File: config.mk
export PLATFORM = sky130hd
export DESIGN_NAME = mem_seq_flat
export DESIGN_NICKNAME = d
export VERILOG_FILES = /design/src/rtl/mem_seq_pkg.sv /design/src/rtl/mem_seq_if.sv /design/src/rtl/mem_seq_lat_cnt.sv /design/src/rtl/mem_seq.sv /design/src/flat_wrapper.sv
export SDC_FILE = /design/constraint.sdc
export NUM_CORES = 1
export LEC_CHECK = 0
export CORE_ASPECT_RATIO = 0.7
export CORE_UTILIZATION = 45
export CTS_BUF_LIST = sky130_fd_sc_hd__clkbuf_4 sky130_fd_sc_hd__clkbuf_8 sky130_fd_sc_hd__clkbuf_16
export DETAILED_ROUTE_END_ITERATION = 7
export PLACE_DENSITY = 0.83
export SYNTH_ARGS = -nofsm -noshare
export SYNTH_HDL_FRONTEND = slang
export SYNTH_HIERARCHICAL = 1
export SYNTH_SLANG_ARGS = --single-unit
File: constraint.sdc
create_clock -name clk -period 2.8 [get_ports clk]
set_input_delay 0.7 -clock clk [delete_from_list [all_inputs] [get_ports clk]]
set_output_delay 0.7 -clock clk [all_outputs]
set_load 0.02 [all_outputs]
File: src/rtl/mem_seq_pkg.sv
// mem_seq_pkg: shared state encodings, op-flag bit positions and the latched
// request payload for the memory access sequencer. Imported by the control
// unit and benches so they can decode sequencer state for debug.
package mem_seq_pkg;

  localparam int unsigned ADDR_W  = 8;
  localparam int unsigned DATA_W  = 8;
  localparam int unsigned STATE_W = 3;

  // Op-flag bit positions inside req_t.op
  localparam int unsigned OPF_WE  = 0;
  localparam int unsigned OPF_IND = 1;
  localparam int unsigned OPF_W   = 2;

  // Sequencer states (3-bit encodings are stable for debug decode)
  typedef enum logic [STATE_W-1:0] {
    ST_IDLE  = 3'd0,
    ST_LDAR  = 3'd1,
    ST_PWAIT = 3'd2,
    ST_LDIND = 3'd3,
    ST_DWAIT = 3'd4,
    ST_CAP   = 3'd5,
    ST_WR    = 3'd6,
    ST_RSP   = 3'd7
  } state_e;

  // Request captured at the accepting edge
  typedef struct packed {
    logic [OPF_W-1:0]  op;
    logic [ADDR_W-1:0] addr;
    logic [DATA_W-1:0] wdata;
  } req_t;

  // Width of the wait counter for a given RAM read latency
  function automatic int unsigned cnt_width(input int unsigned lat);
    return (lat < 1) ? 1 : $clog2(lat + 1);
  endfunction

endpackage

File: src/rtl/mem_seq_if.sv
// mem_seq_if: request/response handshake plus the MEMORY-side port of the
// sequencer. slave = sequencer view, master = requester/memory view.
interface mem_seq_if;
  import mem_seq_pkg::*;

  // request channel
  logic              req_valid;
  logic              req_ready;
  logic              req_we;
  logic              req_ind;
  logic [ADDR_W-1:0] req_addr;
  logic [DATA_W-1:0] req_wdata;

  // response channel
  logic              rsp_valid;
  logic [DATA_W-1:0] rsp_data;

  // MEMORY port
  logic [ADDR_W-1:0] mem_addr;
  logic              mem_srcA;
  logic              mem_wAR;
  logic              mem_wM;
  logic [DATA_W-1:0] mem_R;
  logic [DATA_W-1:0] mem_M;

  modport slave (
    input  req_valid, req_we, req_ind, req_addr, req_wdata, mem_M,
    output req_ready, rsp_valid, rsp_data,
    output mem_addr, mem_srcA, mem_wAR, mem_wM, mem_R
  );

  modport master (
    output req_valid, req_we, req_ind, req_addr, req_wdata, mem_M,
    input  req_ready, rsp_valid, rsp_data,
    input  mem_addr, mem_srcA, mem_wAR, mem_wM, mem_R
  );

endinterface

File: src/rtl/mem_seq_lat_cnt.sv
// mem_seq_lat_cnt: loadable down-counter with a registered zero flag, used to
// time the pointer-wait and data-wait states.
module mem_seq_lat_cnt #(
  parameter int unsigned W = 1
) (
  input  logic         clk,
  input  logic         rst_n,
  input  logic         load_i,
  input  logic         dec_i,
  input  logic [W-1:0] val_i,
  output logic         zero_o
);

  logic [W-1:0] cnt_q, cnt_d;
  logic         zero_q;

  // Next count: load wins over decrement, saturate at zero
  always_comb begin
    cnt_d = cnt_q;
    if (load_i) begin
      cnt_d = val_i;
    end else if (dec_i && (cnt_q != '0)) begin
      cnt_d = cnt_q - W'(1);
    end
  end

  // Count and zero-flag registers
  always_ff @(posedge clk or negedge rst_n) begin
    if (!rst_n) begin
      cnt_q  <= '0;
      zero_q <= 1'b1;
    end else begin
      cnt_q  <= cnt_d;
      zero_q <= (cnt_d == '0);
    end
  end

  assign zero_o = zero_q;

endmodule

File: src/rtl/mem_seq.sv
// mem_seq: memory access sequencer, initiator side of the data-memory port.
// Accepts one read/write request at a time, sequences AR loads, the optional
// pointer indirection and the synchronous-read wait, and returns a one-cycle
// response pulse. Indirect addressing is built only when
// HRM_MEMSEQ_INDIRECT_EN is defined; otherwise req_ind is ignored.
module mem_seq
  import mem_seq_pkg::*;
#(
  parameter int unsigned READ_LAT = 1
) (
  input  logic      clk,
  input  logic      rst_n,
  mem_seq_if.slave  bus
);

  localparam int unsigned       CNT_W    = cnt_width(READ_LAT);
  localparam logic [CNT_W-1:0]  CNT_LOAD = CNT_W'(READ_LAT - 1);

  state_e            state_q, state_d;
  req_t              req_q, req_d;
  logic [DATA_W-1:0] rsp_data_q, rsp_data_d;

  logic req_ready_q, req_ready_d;
  logic rsp_valid_q, rsp_valid_d;
  logic war_q, war_d;
  logic wm_q, wm_d;
  logic srca_q, srca_d;

  logic accept_c;
  logic cnt_load_c;
  logic cnt_dec_c;
  logic cnt_zero;

  mem_seq_lat_cnt #(
    .W (CNT_W)
  ) u_lat_cnt (
    .clk    (clk),
    .rst_n  (rst_n),
    .load_i (cnt_load_c),
    .dec_i  (cnt_dec_c),
    .val_i  (CNT_LOAD),
    .zero_o (cnt_zero)
  );

  // Next state, request latch, capture data and registered-output next values
  always_comb begin
    state_d     = state_q;
    req_d       = req_q;
    rsp_data_d  = rsp_data_q;
    cnt_load_c  = 1'b0;
    cnt_dec_c   = 1'b0;
    accept_c    = bus.req_valid && req_ready_q;

    unique case (state_q)
      ST_IDLE: begin
        if (accept_c) begin
          req_d.op[OPF_WE]  = bus.req_we;
`ifdef HRM_MEMSEQ_INDIRECT_EN
          req_d.op[OPF_IND] = bus.req_ind;
`else
          req_d.op[OPF_IND] = 1'b0;
`endif
          req_d.addr        = bus.req_addr;
          req_d.wdata       = bus.req_wdata;
          state_d           = ST_LDAR;
        end
      end

      ST_LDAR: begin
`ifdef HRM_MEMSEQ_INDIRECT_EN
        if (req_q.op[OPF_IND]) begin
          state_d    = ST_PWAIT;
          cnt_load_c = 1'b1;
        end else
`endif
        if (req_q.op[OPF_WE]) begin
          state_d = ST_WR;
        end else begin
          state_d    = ST_DWAIT;
          cnt_load_c = 1'b1;
        end
      end

`ifdef HRM_MEMSEQ_INDIRECT_EN
      ST_PWAIT: begin
        if (cnt_zero) begin
          state_d = ST_LDIND;
        end else begin
          cnt_dec_c = 1'b1;
        end
      end

      ST_LDIND: begin
        if (req_q.op[OPF_WE]) begin
          state_d = ST_WR;
        end else begin
          state_d    = ST_DWAIT;
          cnt_load_c = 1'b1;
        end
      end
`endif

      ST_DWAIT: begin
        if (cnt_zero) begin
          state_d = ST_CAP;
        end else begin
          cnt_dec_c = 1'b1;
        end
      end

      ST_CAP: begin
        rsp_data_d = bus.mem_M;
        state_d    = ST_RSP;
      end

      ST_WR: begin
        state_d = ST_RSP;
      end

      ST_RSP: begin
        state_d = ST_IDLE;
      end

      default: begin
        state_d = ST_IDLE;
      end
    endcase

    // Strobes are decoded from the next state so they line up with state_q
    req_ready_d = (state_d == ST_IDLE);
    rsp_valid_d = (state_d == ST_RSP);
    war_d       = (state_d == ST_LDAR) || (state_d == ST_LDIND);
    wm_d        = (state_d == ST_WR);
`ifdef HRM_MEMSEQ_INDIRECT_EN
    srca_d      = (state_d == ST_LDIND);
`else
    srca_d      = 1'b0;
`endif
  end

  // State register
  always_ff @(posedge clk or negedge rst_n) begin
    if (!rst_n) begin
      state_q <= ST_IDLE;
    end else begin
      state_q <= state_d;
    end
  end

  // Request latch, response data and output strobes
  always_ff @(posedge clk or negedge rst_n) begin
    if (!rst_n) begin
      req_q       <= '0;
      rsp_data_q  <= '0;
      req_ready_q <= 1'b1;
      rsp_valid_q <= 1'b0;
      war_q       <= 1'b0;
      wm_q        <= 1'b0;
      srca_q      <= 1'b0;
    end else begin
      req_q       <= req_d;
      rsp_data_q  <= rsp_data_d;
      req_ready_q <= req_ready_d;
      rsp_valid_q <= rsp_valid_d;
      war_q       <= war_d;
      wm_q        <= wm_d;
      srca_q      <= srca_d;
    end
  end

`ifndef HRM_MEMSEQ_INDIRECT_EN
  // Indirect flag has no consumer in the direct-only build
  logic unused_ind;
  assign unused_ind = bus.req_ind ^ req_q.op[OPF_IND];
`endif

  assign bus.req_ready = req_ready_q;
  assign bus.rsp_valid = rsp_valid_q;
  assign bus.rsp_data  = rsp_data_q;
  assign bus.mem_addr  = req_q.addr;
  assign bus.mem_R     = req_q.wdata;
  assign bus.mem_wAR   = war_q;
  assign bus.mem_wM    = wm_q;
  assign bus.mem_srcA  = srca_q;

endmodule
File: src/flat_wrapper.sv
// flat-port wrapper written by rule: the top's interface ports become plain ports
module mem_seq_flat import mem_seq_pkg::*;
#(
  parameter int unsigned READ_LAT = 1
)
  (clk, rst_n, bus_req_valid, bus_req_we, bus_req_ind, bus_req_addr, bus_req_wdata, bus_mem_M, bus_req_ready, bus_rsp_valid, bus_rsp_data, bus_mem_addr, bus_mem_srcA, bus_mem_wAR, bus_mem_wM, bus_mem_R);
  mem_seq_if bus_i ();
  input  logic clk;
  input  logic rst_n;
  input wire logic [$bits(bus_i.req_valid)-1:0] bus_req_valid;
  input wire logic [$bits(bus_i.req_we)-1:0] bus_req_we;
  input wire logic [$bits(bus_i.req_ind)-1:0] bus_req_ind;
  input wire logic [$bits(bus_i.req_addr)-1:0] bus_req_addr;
  input wire logic [$bits(bus_i.req_wdata)-1:0] bus_req_wdata;
  input wire logic [$bits(bus_i.mem_M)-1:0] bus_mem_M;
  output wire logic [$bits(bus_i.req_ready)-1:0] bus_req_ready;
  output wire logic [$bits(bus_i.rsp_valid)-1:0] bus_rsp_valid;
  output wire logic [$bits(bus_i.rsp_data)-1:0] bus_rsp_data;
  output wire logic [$bits(bus_i.mem_addr)-1:0] bus_mem_addr;
  output wire logic [$bits(bus_i.mem_srcA)-1:0] bus_mem_srcA;
  output wire logic [$bits(bus_i.mem_wAR)-1:0] bus_mem_wAR;
  output wire logic [$bits(bus_i.mem_wM)-1:0] bus_mem_wM;
  output wire logic [$bits(bus_i.mem_R)-1:0] bus_mem_R;
  assign bus_i.req_valid = bus_req_valid;
  assign bus_i.req_we = bus_req_we;
  assign bus_i.req_ind = bus_req_ind;
  assign bus_i.req_addr = bus_req_addr;
  assign bus_i.req_wdata = bus_req_wdata;
  assign bus_i.mem_M = bus_mem_M;
  assign bus_req_ready = bus_i.req_ready;
  assign bus_rsp_valid = bus_i.rsp_valid;
  assign bus_rsp_data = bus_i.rsp_data;
  assign bus_mem_addr = bus_i.mem_addr;
  assign bus_mem_srcA = bus_i.mem_srcA;
  assign bus_mem_wAR = bus_i.mem_wAR;
  assign bus_mem_wM = bus_i.mem_wM;
  assign bus_mem_R = bus_i.mem_R;
  mem_seq #(.READ_LAT(READ_LAT)) u_core (.clk(clk), .rst_n(rst_n), .bus(bus_i));
endmodule
== After elaboration in Yosys (flattened, before gate mapping) ==
Cells that the tools add are included.
Cells by class
  $add $sub $neg: 1
  $mul: 0
  div/mod/pow operators: 0
  $lt $le $gt $ge: 0
  equal/unequal tests: 8
  shifts and indexed selects: 0
  muxes and demuxes: 10
  bitwise operators: 1
  reductions and logical operators: 7
Operators by type and width (number)
  equality test 3 bit, second input constant: 5
  case mux 3 bit (4 select lines): 1
  equality test 3 x 1 -> 1 bit, second input constant: 2
  zero test 3 bit: 2
  two-way mux 1 bit: 6
  two-way mux 3 bit: 2
  equality test 3 x 2 -> 1 bit, second input constant: 1
  logical AND 1 bit: 2
  two-way mux 2 bit: 1
  AND reduction 2 bit: 1
  OR reduction 2 bit: 1
  logical OR 1 bit: 1
  NOT 1 bit: 1
  subtractor 1 bit, second input constant: 1
Storage, ports and cells
  flip-flop bits (word level): 34
  latch bits: 0
  memory bits (writable): 0
  memory bits (read-only): 0
  input port bits: 29
  output and inout bits: 29
  logic and storage cells: 38
  memories kept: 0

== Longest topological paths before layout ==
Gate-level depths: netlist of run 1.
  word-level depth: 6
  mapped depth: 4
  gate-level depth less buffers: 4

== Cells and area by module ==
Netlist of run 1, hierarchy kept.
Modules (own cells, without submodules)
  mem_seq: instances 1, cells each 93, area an instance 1332.5 sq um, seq. area each 802.0 sq um
  mem_seq_lat_cnt: instances 1, cells each 6, area an instance 81.3 sq um, seq. area each 51.3 sq um

== Least setup slack after synthesis of run 1 ==
No wires, ideal clock.
  kind: input -> register
  start point: input bus_req_valid
  end point: register u_core.req_q, in the netlist u_core/bus.mem_R[0]
  setup time: 0.125 ns
  data arrival time: 1.446 ns
  required time: 2.675 ns
  slack: 1.230 ns
  cell stages on the path: 4
  buffers on the path: 1
  cells stage by stage: nand2_1 -> nor4_2 -> buf_4 -> mux2_2
Between the ends
  word-level cells in the longest chain between the ends: 2
RTL lines
  start: declaration: RTL line flat_wrapper.sv:10  | input wire logic [$bits(bus_i.req_valid)-1:0] bus_req_valid;
  logical AND 1 bit: RTL line mem_seq.sv:52  | accept_c = bus.req_valid && req_ready_q;
  AND reduction 2 bit (no line)
  end signal: assignment: RTL line mem_seq.sv:161  | req_q <= req_d;
  end: declaration: RTL line mem_seq.sv:20  | req_t req_q, req_d;
Every way passes these cells.
A chain may end at the register's enable or synchronous reset.

== Worst setup path in the final report of run 1 ==
  start point: register u_core.req_ready_q (netlist: u_core/bus.req_ready)
  end point: output bus_req_ready
RTL lines
  start: declaration: RTL line mem_seq.sv:23  | logic req_ready_q, req_ready_d;
  start signal: assignment: RTL line mem_seq.sv:163  | req_ready_q <= req_ready_d;
  end: declaration: RTL line flat_wrapper.sv:16  | output wire logic [$bits(bus_i.req_ready)-1:0] bus_req_ready;
No word-level cell between the ends.

==> results of run 1 <==
-- routing by layer --
metal / track usage, % / vias to the layer above / wire length, microns
li1: - / 406 / -
met1: 19.9 / 393 / 1040
met2: 24.1 / 42 / 1010
met3: 7.01 / 5 / 249
met4: 6.12 / 0 / 27
met5: 0 / - / 0
-- cell usage after synthesis --
cell	number
a21boi_1	1
nand2b_4	1
nand3b_2	1
or2_1	1
buf_4	19
nor2_1	1
mux2_2	24
nor4_2	1
mux2_1	1
nand2_1	3
nor3_1	3
dfstp_2	2
nor3b_1	1
a21oi_1	1
a21o_1	1
nand2b_1	3
o21a_1	1
o21ai_1	1
conb_1	1
dfrtp_1	32
-- per-stage QoR --
stage          utilization, %  cells  power (mW)
3_3_place_gp             65.7    174        1.94
5_1_grt                  68.6    181        2.45
6_report                 68.6    181        2.29
2_1_floorplan               -    100        1.62
3_5_place_dp             65.7    174        1.98
4_1_cts                  68.6    181        2.33
-- power by group through the flow --
stage	Sequential (mW)	Clock, mW	Combinational (mW)
final	0.891	0.332	1.07
after global routing	0.925	0.373	1.15
after CTS	0.893	0.349	1.08
after detailed placement	0.900	0	1.08
after global placement	0.879	0	1.06
after floorplan	0.961	0	0.664
-- layout make-up --
cell class / count / share of cell area [%]
Clock buffer: 7 / 4.24
Multi-Input combinational cell: 47 / 21.8
Sequential cell: 34 / 43.1
Tap cell: 36 / 2.28
Timing Repair Buffer: 57 / 28.6
-- worst max path at each step --
stage                                to            startpoint  depth (start not counted)
global placement    u_core/bus.mem_R[2]         bus_req_valid                          5
global route              bus_req_ready  u_core/bus.req_ready                          1
detailed placement  u_core/bus.mem_R[0]         bus_req_valid                          5
finish                    bus_req_ready  u_core/bus.req_ready                          1
floorplan           u_core/bus.mem_R[0]         bus_req_valid                          4
CTS                       bus_req_ready  u_core/bus.req_ready                          1
-- placed cells by master, fill, tap and decap left out --
| cell type | Yosys | routed |
|---|---|---|
| clkdlybuf4s50_1 | 0 | 55 |
| dfrtp_1 | 32 | 32 |
| mux2_2 | 24 | 24 |
| clkbuf_8 | 0 | 5 |
| nand2b_1 | 3 | 3 |
| nand2_1 | 3 | 3 |
| nor3_1 | 3 | 3 |
| clkbuf_4 | 0 | 2 |
| conb_1 | 1 | 2 |
| dfstp_2 | 2 | 2 |
| buf_4 | 19 | 2 |
| nor3b_1 | 1 | 1 |
| a21boi_1 | 1 | 1 |
| or2_1 | 1 | 1 |
| a21oi_1 | 1 | 1 |
| nor4_4 | 0 | 1 |
| a21o_1 | 1 | 1 |
| nor2_1 | 1 | 1 |
| nand3b_2 | 1 | 1 |
| mux2_1 | 1 | 1 |
| nand2b_4 | 1 | 1 |
| o21a_1 | 1 | 1 |
| o21ai_1 | 1 | 1 |
-- registers in the layout, summed over array words and instances, names as in the netlist --
| signal | cells |
|---|---|
| u_core/bus.rsp_valid | 1 |
| u_core/bus.rsp_data | 8 |
| u_core/u_lat_cnt/zero_o | 1 |
| u_core/bus.mem_addr | 8 |
| u_core/bus.mem_R | 8 |
| u_core/req_q | 1 |
| u_core/state_q | 3 |
| u_core/bus.mem_wAR | 1 |
| u_core/bus.mem_wM | 1 |
| u_core/u_lat_cnt/cnt_q | 1 |
| u_core/bus.req_ready | 1 |
-- kinds of logic (layout without fill, tap and decap cells) --
kind of cell | Yosys count | count (layout) | share of synthesized area (%)
AOI/OAI and AO/OA | 5 | 5 | 2.30
other | 1 | 2 | 0.265
muxes | 25 | 25 | 19.9
and+or+nand+nor | 15 | 15 | 7.08
buffers and inverters | 19 | 64 | 10.1
DFF | 34 | 34 | 60.4
==> impl_metrics.tcl, run 1 <==
set metrics [dict create \
    antenna_cells 0 \
    yosysTopAreaCellShare_pct 56.6 \
    swShare_pct 33.5 \
    p_comb_share_pct 46.7 \
    p_clk_share_pct 14.5 \
    fin_skew_ns 0.00438 \
    clk_pin_slew_worst_paths_ns 0.06 \
    place.gp.congestion 0.690 \
    ys_types 20 \
    final_hold_viol_count 0 \
    cts_tree "done" \
    cp.required_ns 2.10 \
    cp.arrival_ns 1.38 \
    status "finished clean" \
    switchingPower_mw 0.767 \
    core_area_sq_mm 0.00288 \
    drv_slew 0 \
    area_growth_pct 39.9 \
    hold_end "u_core/bus.mem_R[6]" \
    place_area_sq_mm 0.00189 \
    grt_pass1_vias 852 \
    power.density_mw_per_mm2 1160 \
    grt_usage_pct 15.9 \
    wl_per_cell_microns 12.8 \
    cts_hold_repair.buffers 0 \
    rr_worst_depth 3 \
    port_buffers 55 \
    endpoint_kind "output pin" \
    rsz0062_at_grt "false" \
    htree_levels 2 \
    drive_gt1_share_pct 26.2 \
    die-height_microns 48.9 \
    max_freq_mhz 481 \
    cp_max_fo 2 \
    leakage_nw 0.834 \
    fin_crit_ns 2.08 \
    grt_max_degree 35 \
    crit_buf_inv 1 \
    crit_chain "clkdlybuf4s50_1" \
    cts_inserted_buffers 5 \
    cts-root-buf "clkbuf_8" \
    die_w_microns 69.0 \
    layout_setup_ws_ns 0.719 \
    ir_worst_vdd_uv 575 \
    hold_depth 1 \
    seq_power_share_pct 38.9 \
    synth_largest_area_cell "dfrtp_1" \
    fin_area_sq_mm 0.00198 \
    drt_iter0_drc 27 \
    nNetsFinal 174 \
    overflow 0 \
    cts.repair.resized 0 \
    hpwl_mm 1.72 \
    r2r_end "u_core/bus.mem_addr[0]" \
    fillerInstances 203 \
    drc 0 \
    synth_seq_cells 34 \
    crit_slowest_cell "clkdlybuf4s50_1" \
    ios 58 \
    syn_inst 99 \
    cp_top_family "buffers and inverters" \
    grt_pass1_wl_mm 3.75 \
    initial_core_util_pct 49.0 \
    worstSetupStartpointType "flop" \
    setup_viol 0 \
    syn_area_sq_mm 0.00141 \
    rows 16 \
    r2r_slack_ns 1.27 \
    antenna_found_initial 0 \
    dieArea_sq_mm 0.00337 \
    cts_buffer_depth 2 \
    post_cts_buffers 0 \
    synth_seq_area_share_pct 60.4 \
    min_period_over_period_pct 74.3 \
    multi_input_area_sq_um 430 \
    regArea_sq_um 853 \
    via_per_inst 4.67 \
    yosysWarningCount 6 \
    cap_violations 0 \
    hp-start "u_core/bus.mem_R[6]" \
    r2r-start "u_core/state_q[1]" \
    hold_path.class "flop to flop" \
    synth_area_leaders "dfrtp_1, mux2_2, buf_4" \
    crit_type "flop to output pin" \
    tns_ns 0 \
    syn_area_per_cell_sq_um 14.3 \
    dr.pass1.iters 3 \
    post-place-ws_ns 0.620 \
    max_stage_delay_ns 0.59 \
    drt-total-wl_mm 2.32 \
    clock_latency_ns 0.27 \
    antenna_left 0 \
    vias 846 \
    internal_power_mw 1.53 \
    clkSinkCount 34 \
    holdWs_ns 0.507 \
]
Note: power is estimated with default switching activity, not from simulation.
==> run 2, diff against run 1 <==
--- a/config.mk
+++ b/config.mk
@@ -6,10 +6,10 @@
 export NUM_CORES = 1
 export LEC_CHECK = 0
 export CORE_ASPECT_RATIO = 0.7
-export CORE_UTILIZATION = 45
+export CORE_UTILIZATION = 42
 export CTS_BUF_LIST = sky130_fd_sc_hd__clkbuf_4 sky130_fd_sc_hd__clkbuf_8 sky130_fd_sc_hd__clkbuf_16
 export DETAILED_ROUTE_END_ITERATION = 7
-export PLACE_DENSITY = 0.83
+export PLACE_DENSITY = 0.79
 export SYNTH_ARGS = -nofsm -noshare
 export SYNTH_HDL_FRONTEND = slang
 export SYNTH_HIERARCHICAL = 1
==> constraint.sdc (replaced) <==
create_clock -name clk -period 2.1 [get_ports clk]
set_input_delay 0.525 -clock clk [delete_from_list [all_inputs] [get_ports clk]]
set_output_delay 0.525 -clock clk [all_outputs]
set_load 0.02 [all_outputs]
==> run 2 against run 1 <==
  * The run now ends with design-rule violations left
  * Utilization decreased by 5.7 points
  * Worst hold slack got worse by 0.022 ns
  * Clock-buffer cell count is 1 higher
  * Cell count increased by 2.2%
  * Critical path type unchanged
  * Critical endpoint unchanged
  * Largest cell class unchanged
  * Largest power group unchanged
==> impl_metrics.tcl, run 2 (synthesis gave the netlist of run 1 again) <==
set metrics [dict create \
    highest_layer "met4" \
    hold_path.class "flop to flop" \
    clock_latency_ns 0.28 \
    core_area_sq_mm 0.00317 \
    cts-root-buf "clkbuf_8" \
    hold_end "u_core/bus.mem_R[1]" \
    antenna_cells 0 \
    drive_gt1_share_pct 27.2 \
    dr_wl_met3_microns 225 \
    worstSetupStartpointType "flop" \
    cp.required_ns 1.57 \
    power.density_mw_per_mm2 1550 \
    p_clk_share_pct 15.4 \
    wl_met1_microns 997 \
    cts_tree "done" \
    crit_chain "clkdlybuf4s50_1" \
    dieArea_sq_mm 0.00361 \
    cp.depth 1 \
    post_cts_buffers 0 \
    cp.arrival_ns 1.39 \
    ios 58 \
    grt_usage_pct 14.9 \
    rr_worst_depth 3 \
    cts_inserted_buffers 5 \
    clk_pin_slew_worst_paths_ns 0.06 \
    setup_viol 0 \
    nNetsFinal 175 \
    fin_skew_ns 0.00515 \
    rsz0062_at_grt "false" \
    swShare_pct 33.5 \
    cts_hold_repair.buffers 0 \
    die-height_microns 50.5 \
    r2r_slack_ns 0.64 \
    grt_pass1_vias 840 \
    die_w_microns 71.3 \
    switchingPower_mw 1.04 \
    dr.pass1.iters 6 \
    cap_violations 0 \
    place_inst 177 \
    vias 876 \
    clkSinkCount 34 \
    grt_pass1_wl_mm 3.79 \
    htree_levels 2 \
    rows 17 \
    antenna_found_initial 0 \
    port_buffers 55 \
    final_hold_viol_count 0 \
    drt-total-wl_mm 2.40 \
    crit_slowest_cell "clkdlybuf4s50_1" \
    cp_top_family "buffers and inverters" \
    p_comb_share_pct 46.4 \
    area_growth_pct 41.2 \
    leakage_nw 0.844 \
    hpwl_mm 1.78 \
    crit_buf_inv 1 \
    max_stage_delay_ns 0.60 \
    grt_max_degree 35 \
    cts.repair.resized 0 \
    fillerInstances 235 \
    layout_commonest_cell "clkdlybuf4s50_1" \
    place.gp.congestion 0.749 \
    tns_ns 0 \
    violations "design-rule violations" \
    status "complete, but fails checks" \
    min_period_over_period_pct 91.3 \
    cts_buffer_depth 2 \
    r2r_end "u_core/bus.mem_R[4]" \
    final-instance-count-excl-fill 185 \
    cp_max_fo 2 \
    via_per_inst 4.74 \
    drv_slew 0 \
    drc 5 \
    wl_met2_mm 1.15 \
    max_freq_mhz 521 \
    wl_per_cell_microns 13.0 \
    ir_worst_vdd_uv 568 \
    hold_depth 1 \
    overflow 0 \
    r2r-start "u_core/state_q[1]" \
    layout_common_cells "clkdlybuf4s50_1, dfrtp_1, mux2_2, clkbuf_8" \
    drt_iter0_drc 54 \
    endpoint_kind "output pin" \
    internal_power_mw 2.06 \
    crit_type "flop to output pin" \
    seq_power_share_pct 38.3 \
    antenna_left 0 \
    fin_crit_ns 1.92 \
    hp-start "u_core/bus.mem_R[1]" \
    initial_core_util_pct 44.6 \
]
==> run 2: changes by cell type in the layout (fill, tap and decap cells not counted) <==
| cell | change |
|---|---|
| buf_4 | +1 |
| clkbuf_4 | +1 |
==> run 2: layout make-up <==
class / count / area (sq um) / area share (%)
multi-input combinational: 47 / 430 / 21.6
sequential: 34 / 853 / 42.8
tap: 38 / 47.5 / 2.38
clock buffer: 8 / 91.3 / 4.58
timing repair buffer: 58 / 573 / 28.7
==> run 2: worst max path at each step <==
stage                              start                     end  slack (ns)
floorplan           u_core/bus.req_ready     u_core/bus.mem_R[0]        0.63
global placement           bus_req_valid  u_core/bus.mem_addr[2]        0.19
detailed placement         bus_req_valid     u_core/bus.mem_R[4]        0.18
CTS                 u_core/bus.req_ready           bus_req_ready        0.16
global route        u_core/bus.req_ready           bus_req_ready        0.12
finish              u_core/bus.req_ready           bus_req_ready        0.18
==> run 2: per-layer routing <==
metal / vias to the layer above / GRT usage, %
li1: 413 / -
met1: 423 / 16.3
met2: 36 / 23.8
met3: 4 / 8.84
met4: 0 / 6.00
met5: - / 0
==> run 2: per-stage QoR <==
| step | worst slack [ns] | cell area (sq um) | hold WS [ns] | total power, mW | utilization, % |
|---|---|---|---|---|---|
| detailed placement | 0.176 | 1900 | 0.474 | 2.65 | 60.1 |
| global route | 0.122 | 2000 | 0.516 | 3.29 | 63.0 |
| floorplan | 0.635 | 1420 | 0.229 | 2.17 | - |
| CTS | 0.157 | 2000 | 0.488 | 3.15 | 63.0 |
| finish | 0.182 | 2000 | 0.484 | 3.10 | 63.0 |
| global placement | 0.188 | 1900 | 0.467 | 2.59 | 60.1 |
==> run 2: power groups by stage <==
stage	combinational (mW)	clock, mW	sequential (mW)
after floorplan	0.885	0	1.28
after global placement	1.41	0	1.18
after detailed placement	1.45	0	1.20
after CTS	1.45	0.503	1.19
after global routing	1.52	0.541	1.23
final	1.44	0.476	1.18
==> run 3, diff against run 2 <==
--- a/config.mk
+++ b/config.mk
@@ -6,10 +6,11 @@
 export NUM_CORES = 1
 export LEC_CHECK = 0
 export CORE_ASPECT_RATIO = 0.7
-export CORE_UTILIZATION = 42
-export CTS_BUF_LIST = sky130_fd_sc_hd__clkbuf_4 sky130_fd_sc_hd__clkbuf_8 sky130_fd_sc_hd__clkbuf_16
+export CORE_UTILIZATION = 44
+export CTS_BUF_LIST = sky130_fd_sc_hd__clkbuf_2 sky130_fd_sc_hd__clkbuf_4 sky130_fd_sc_hd__clkbuf_8
 export DETAILED_ROUTE_END_ITERATION = 7
-export PLACE_DENSITY = 0.79
+export PLACE_DENSITY = 0.82
+export SKIP_LAST_GASP = 1
 export SYNTH_ARGS = -nofsm -noshare
 export SYNTH_HDL_FRONTEND = slang
 export SYNTH_HIERARCHICAL = 1
==> run 3 against run 2 <==
  * The run now ends clean
  * Sequential share of layout area shrank 0.21 points
  * Total power grew 0.21%
  * Die area is 4.4% lower
  * Clock-buffer cell count stayed put
  * Combinational power barely moved
  * Global-route usage rose by 0.95 points
  * Clock power is 1% lower
  * Wire length down 0.25%
  * Clock skew fell by 0.00062 ns
  * First-iteration DRC count is 59% lower
  * Largest power group unchanged
==> impl_metrics.tcl, run 3 (synthesis gave the netlist of run 1 again) <==
set metrics [dict create \
    cp_max_fo 2 \
    fillerInstances 194 \
    cp.arrival_ns 1.38 \
    leakage_nw 0.847 \
    via_per_inst 4.69 \
    layout_commonest_cell "clkdlybuf4s50_1" \
    dr.pass1.iters 2 \
    overflow 0 \
    crit_type "flop to output pin" \
    drv_slew 0 \
    status "finished clean" \
    fin_skew_ns 0.00453 \
    power_mw 3.10 \
    max_stage_delay_ns 0.59 \
    grt_usage_pct 15.9 \
    cts_hold_repair.buffers 0 \
    final_core_util_pct 68.6 \
    drt_iter0_drc 22 \
    cp.required_ns 1.57 \
    endpoint_kind "output pin" \
    nNetsFinal 175 \
    power.density_mw_per_mm2 1550 \
    grt_pass1_wl_mm 4.08 \
    ir_worst_vdd_uv 825 \
    layout_common_cells "clkdlybuf4s50_1, dfrtp_1, mux2_2, clkbuf_8" \
    final-instance-count-excl-fill 183 \
    cts_tree "done" \
    hpwl_mm 1.80 \
    min_period_over_period_pct 90.9 \
    drc 0 \
    antenna_cells 0 \
    final_hold_viol_count 0 \
    place_inst 175 \
    fin_crit_ns 1.91 \
    hold_path.class "flop to flop" \
    vias 858 \
    cap_violations 0 \
    dieArea_sq_mm 0.00345 \
    rows 16 \
    cts_inserted_buffers 5 \
    clock_latency_ns 0.27 \
    cts.repair.resized 0 \
    grt_pass1_vias 877 \
    layout_setup_ws_ns 0.190 \
    post-place-ws_ns 0.138 \
    wl_per_cell_microns 13.1 \
    cts-root-buf "clkbuf_8" \
    core_area_sq_mm 0.00292 \
    crit_slowest_cell "clkdlybuf4s50_1" \
    grt_max_degree 35 \
    area_growth_pct 41.9 \
    holdWs_ns 0.501 \
    worstSetupStartpointType "flop" \
    multi_input_area_sq_um 430 \
    setup_viol 0 \
    place.gp.congestion 0.754 \
    rsz0062_at_grt "false" \
    regArea_sq_um 853 \
    antenna_found_initial 0 \
    drt-total-wl_mm 2.39 \
    htree_levels 2 \
    tns_ns 0 \
    die-height_microns 49.4 \
    crit_buf_inv 1 \
    clkSinkCount 34 \
    die_w_microns 69.8 \
    fin_area_sq_mm 0.00201 \
    cp_top_family "buffers and inverters" \
    drive_gt1_share_pct 27.2 \
    place_area_sq_mm 0.00191 \
    cts_buffer_depth 2 \
    post_cts_buffers 0 \
    clk_pin_slew_worst_paths_ns 0.06 \
    antenna_left 0 \
    ios 58 \
    port_buffers 55 \
    max_freq_mhz 524 \
    initial_core_util_pct 48.4 \
    crit_chain "clkdlybuf4s50_1" \
]
run 3: final timing paths:
path / from / end / slack (ns) / cells after the start
worst max-delay path: u_core/bus.req_ready / bus_req_ready / 0.19 / 1
worst min-delay path: u_core/bus.mem_R[1] / u_core/bus.mem_R[1] / 0.50 / 1
worst max register to register: u_core/state_q[1] / u_core/bus.mem_addr[5] / 0.58 / 3
worst min register to register: u_core/bus.mem_R[1] / u_core/bus.mem_R[1] / 0.50 / 1
max in group asynchronous: rst_n / u_core/bus.req_ready / 1.11 / 2
min in group asynchronous: rst_n / u_core/bus.rsp_data[6] / 0.66 / 2
run 3: layout make-up:
type,instances,share of cell area [%]
tap,36,2.25
sequential,34,42.5
multi-input combinational,47,21.5
timing repair buffer,58,29.2
clock buffer,8,4.55
run 3: layer usage:
metal	part of all wire, %	global-route usage (%)
met2	48	25.2
met4	0.71	7.00
met1	43	19.1
met5	0	0
met3	8.7	6.61
run 3: power by group:
| part | total (mW) | leakage, nW | switching [mW] | internal, mW |
|---|---|---|---|---|
| logic | 1.44 | 0.387 | 0.634 | 0.808 |
| clock network | 0.471 | 0.0498 | 0.197 | 0.274 |
| registers | 1.19 | 0.410 | 0.205 | 0.985 |
| total | 3.10 | 0.847 | 1.04 | 2.07 |
